## src/rtl/uart_tx_arbiter.sv

```systemverilog
// Round-robin arbiter sharing the UART transmit FIFO between the AES and plain block sources.
// Define UART_ARB_FIXED_PRIO_EN to make source 0 win every tie instead of alternating.
module uart_tx_arbiter #(
    parameter int DATA_WIDTH = 32,
    parameter int N_AES      = 128
) (
    input  logic                  PCLK,
    input  logic                  PRESETn,
    input  logic                  valid_0,
    input  logic [N_AES-1:0]      data_0,
    output logic                  ack_0,
    input  logic                  valid_1,
    input  logic [N_AES-1:0]      data_1,
    output logic                  ack_1,
    input  logic                  tx_full,
    output logic                  wren,
    output logic [DATA_WIDTH-1:0] w_data,
    output logic                  busy,
    output logic                  owner,
    output logic                  blk_done
);

    localparam int NWORDS = N_AES / DATA_WIDTH;
    localparam int CW     = (NWORDS > 1) ? $clog2(NWORDS) : 1;
    localparam logic [CW-1:0] LAST_WORD = CW'(NWORDS - 1);

    localparam logic [0:0] IDLE = 1'b0;
    localparam logic [0:0] SEND = 1'b1;

    logic [0:0]       state;
    logic [N_AES-1:0] shadow;
    logic [CW-1:0]    word_cnt;
    logic             last_owner;
    logic             any_req;
    logic             pick_1;

    always_comb begin
        any_req = valid_0 | valid_1;
`ifdef UART_ARB_FIXED_PRIO_EN
        pick_1 = valid_1 & ~valid_0;
`else
        // on a tie the source that did not own the previous block wins
        pick_1 = valid_1 & (~valid_0 | ~last_owner);
`endif
    end

    always_comb begin
        busy = (state == SEND);
        wren = (state == SEND) && !tx_full;
    end

    // word 0 is the most-significant slice of the captured block
    always_comb begin
        w_data = '0;
        for (int unsigned i = 0; i < NWORDS; i++) begin
            if (word_cnt == CW'(i)) begin
                w_data = shadow[N_AES-1-i*DATA_WIDTH -: DATA_WIDTH];
            end
        end
    end

    always_ff @(posedge PCLK or negedge PRESETn) begin
        if (!PRESETn) begin
            state      <= IDLE;
            shadow     <= '0;
            word_cnt   <= '0;
            owner      <= 1'b0;
            last_owner <= 1'b1;
            ack_0      <= 1'b0;
            ack_1      <= 1'b0;
            blk_done   <= 1'b0;
        end else begin
            ack_0    <= 1'b0;
            ack_1    <= 1'b0;
            blk_done <= 1'b0;
            case (state)
                IDLE: begin
                    if (any_req) begin
                        shadow   <= pick_1 ? data_1 : data_0;
                        owner    <= pick_1;
                        word_cnt <= '0;
                        ack_0    <= ~pick_1;
                        ack_1    <= pick_1;
                        state    <= SEND;
                    end
                end
                SEND: begin
                    if (wren) begin
                        if (word_cnt == LAST_WORD) begin
                            word_cnt   <= '0;
                            last_owner <= owner;
                            blk_done   <= 1'b1;
                            state      <= IDLE;
                        end else begin
                            word_cnt <= word_cnt + 1'b1;
                        end
                    end
                end
                default: state <= IDLE;
            endcase
        end
    end

endmodule

```

## config.mk

```make
export PLATFORM = sky130hd
export DESIGN_NAME = uart_tx_arbiter
export DESIGN_NICKNAME = d
export VERILOG_FILES = /design/src/rtl/uart_tx_arbiter.sv
export SDC_FILE = /design/constraint.sdc
export NUM_CORES = 1
export LEC_CHECK = 0
export ABC_AREA = 1
export CORE_MARGIN = 8
export CORE_UTILIZATION = 41
export DETAILED_ROUTE_END_ITERATION = 12
export PLACE_DENSITY = 0.78
export SLEW_MARGIN = 20
export SYNTH_ARGS = -nofsm -noshare
export SYNTH_HDL_FRONTEND = slang
export SYNTH_SLANG_ARGS = --single-unit
```

## constraint.sdc

```tcl
create_clock -name PCLK -period 1.68 [get_ports PCLK]
set_input_delay 0.336 -clock PCLK [delete_from_list [all_inputs] [get_ports PCLK]]
set_output_delay 0.336 -clock PCLK [all_outputs]
set_load 0.05 [all_outputs]
```

==> flow_metrics.py <==
metrics = {
    "synthesis": {
        "synth_seq_cells": 136,
        "ys_seq_area_frac": 0.435,
        "yosys_warnings": 0,
        "synth_cells": 1091,
        "synth.distinct_cells": 19,
        "synthesis.nets": 1356,
        "syn_area_per_cell_um2": 7.17,
        "syn_area_um2": 7830,
    },
    "detailed_routing": {
        "postRouteAntennaNets": 0,
        "routedWlPerCell_um": 19.8,
        "vias": 9080,
        "drt_iter0_markers": 852,
        "viasPerCell": 5.62,
        "wl_mm": 32.1,
        "first_pass_iters": 5,
        "drcViolationCount": 0,
    },
    "clock_network": {
        "h-tree-depth": 4,
        "clk_pin_slew_ns": 0.06,
        "cts_tree": "done",
        "cts_buffer_depth": 2,
        "clk_latency_ns": 0.43,
        "clockRootBuffer": "clkbuf_16",
        "cts_buffers": 17,
        "clock-sinks": 136,
    },
    "run_status": {
        "run_status": "complete, but fails checks",
        "violations": "setup timing",
    },
    "global_routing": {
        "grt_pass1_wl_mm": 48.8,
        "grt_use_met1": 0.342,
        "grt_usage": 0.259,
        "grt_pass1_vias": 8958,
        "overflow": 0,
        "top_usage_layer": "met2",
        "grt_util_met2": 0.389,
        "grt_max_degree": 67,
        "antenna_found_initial": 3,
        "met3_usage": 0.0765,
    },
    "job": {
        "maxCapViolations": 0,
    },
    "die": {
        "design.core.area_um2": 18700,
        "ios": 299,
        "die_w_um": 154,
        "initial_utilization": 0.418,
        "dieArea_um2": 23800,
        "num_rows": 50,
        "die_h_um": 154,
    },
    "place": {
        "hpwl_mm": 22.5,
        "port_buffers": 298,
        "place.gp.congestion": 0.937,
    },
    "cells_and_area": {
        "final_cell_mix": "clkdlybuf4s50_1 (258), nand2_1 (239), nand3_1 (230)",
        "num-fill-cells": 1443,
        "fin_nets": 1633,
        "final_util": 0.706,
        "final_common_cell": "clkdlybuf4s50_1",
        "drive_gt1_frac": 0.206,
        "area_growth_pct": 68.8,
    },
    "worst_setup_path": {
        "critPathMaxStageDelay_ns": 0.43,
        "worstPathArrival_ns": 2.00,
        "endpoint_kind": "output pin",
        "worstPathMaxFanout": 8,
        "worstPathCellList": "inv_2 > ha_4 > inv_2 > nor2_4 > buf_6 > buf_12 > nand2_2 > nand2_2 > nand2_4 > nand2_4 > buf_12",
        "reg2reg_slack_ns": 0.27,
        "path_class": "reg -> out",
        "critPathRequiredTime_ns": 1.34,
        "cp_slowest_cell": "dfrtp_1",
        "cp-start-kind": "flip-flop",
    },
    "power": {
        "power.density_nw_per_um2": 2000,
        "ir_drop_uv": 1240,
        "leakage_nw": 6.02,
    },
    "timing": {
        "skew_ns": 0.00630,
        "tightestPinTransition_ns": 0.378,
        "final-hold-violation-count": 0,
        "finalMaxSlewViolations": 0,
        "rsz0062_at_grt": "true",
        "final-setup-viol-count": 32,
        "slew_headroom": 0.748,
        "period_needed_ns": 2.34,
        "fmax_mhz": 428,
        "setup-tns-final_ns": -19.83,
        "post-route-period-util": 1.39,
        "setup_ws_ns": -0.658,
    },
    "worst_hold_path": {
        "min_path_type": "in -> reg",
    },
}
[Yosys cell counts]
cell,n,share of area
nand3_1,230,0.15
buf_4,1,0.00096
o21bai_1,1,0.00096
dfstp_2,1,0.0034
a21oi_1,66,0.042
nand3b_1,26,0.025
dfrtp_1,135,0.43
nor2_2,1,0.00080
ha_1,4,0.0064
inv_2,1,0.00048
inv_1,64,0.031
clkbuf_1,43,0.021
nand2_1,349,0.17
o21ai_1,1,0.00064
nor2_1,5,0.0024
buf_1,8,0.0038
nand4_1,103,0.082
buf_2,51,0.033
o21ai_0,1,0.00064
[kinds of logic after synthesis]
logic type      synth area share
simple gates               0.425
fa+ha+maj                0.00640
buf+inv                   0.0892
flops                      0.435
compound gates            0.0444
[where the power goes]
part | internal (W) | switching [W]
Combinational | 0.00717 | 0.00955
Sequential | 0.00479 | 0.00107
Clock | 0.00238 | 0.00153
[sequential cells by signal, summed over array words and instances, names as in the netlist]
signal	count
last_owner	1
word_cnt	2
ack_1	1
ack_0	1
shadow	128
busy	1
owner	1
blk_done	1
[final timing paths]
| check | from | endpoint | cells after the start |
|---|---|---|---|
| worst max-delay path | word_cnt[0]$_DFFE_PN0P_ | w_data[29] | 11 |
| worst min-delay path | valid_1 | shadow[116]$_DFFE_PN0P_ | 3 |
| worst max register to register | busy$_DFF_PN0_ | word_cnt[0]$_DFFE_PN0P_ | 6 |
| worst min register to register | shadow[4]$_DFFE_PN0P_ | shadow[4]$_DFFE_PN0P_ | 2 |
| max in group asynchronous | PRESETn | busy$_DFF_PN0_ | 3 |
| min in group asynchronous | PRESETn | shadow[62]$_DFFE_PN0P_ | 2 |
[stage by stage]
stage,setup WS (ns),area (um^2),cells,hold slack (ns),total power (W)
floorplan,-0.0562,8090,1091,0.0404,0.0136
finish,-0.658,13200,1616,0.297,0.0265
global placement,-0.196,12000,1574,0.264,0.0201
detailed placement,-0.244,12000,1574,0.268,0.0203
CTS,-0.624,12800,1614,0.289,0.0251
global route,-0.724,13200,1616,0.310,0.0277
[layer usage]
| metal | share of wire | vias up |
|---|---|---|
| met5 | 0.00084 | - |
| met4 | 0.039 | 4 |
| met3 | 0.094 | 93 |
| met2 | 0.44 | 516 |
| met1 | 0.42 | 4236 |
| li1 | - | 4231 |
[worst max-delay path, delay by kind of cell (launching register included)]
kind / cells / cell delay (ns)
adder cells (fa/ha/maj): 1 / 0.14
flip-flops: 1 / 0.43
AND/OR/NAND/NOR: 5 / 0.43
buffers and inverters: 5 / 0.58
[layout make-up]
cell class	instances	area, um^2	area share
multi-input combinational	787	4490	0.340
timing repair buffer	361	4160	0.315
antenna	1	2.50	0.000189
clock inverter	14	169	0.0128
tap	234	293	0.0222
sequential	136	3410	0.258
clock buffer	18	439	0.0332
inverter	65	249	0.0188
[repair_timing]
action / 4_1_cts / 5_1_grt
setup buffers: 4 / 1
hold endpoints to repair: 31 / 0
pin swaps: 4 / 17
setup endpoints to repair: 33 / 32
cloned: 3 / 0
hold buffers: 1 / 0
resized for setup: 59 / 106
No activity file was read; power rests on OpenSTA's default activity.
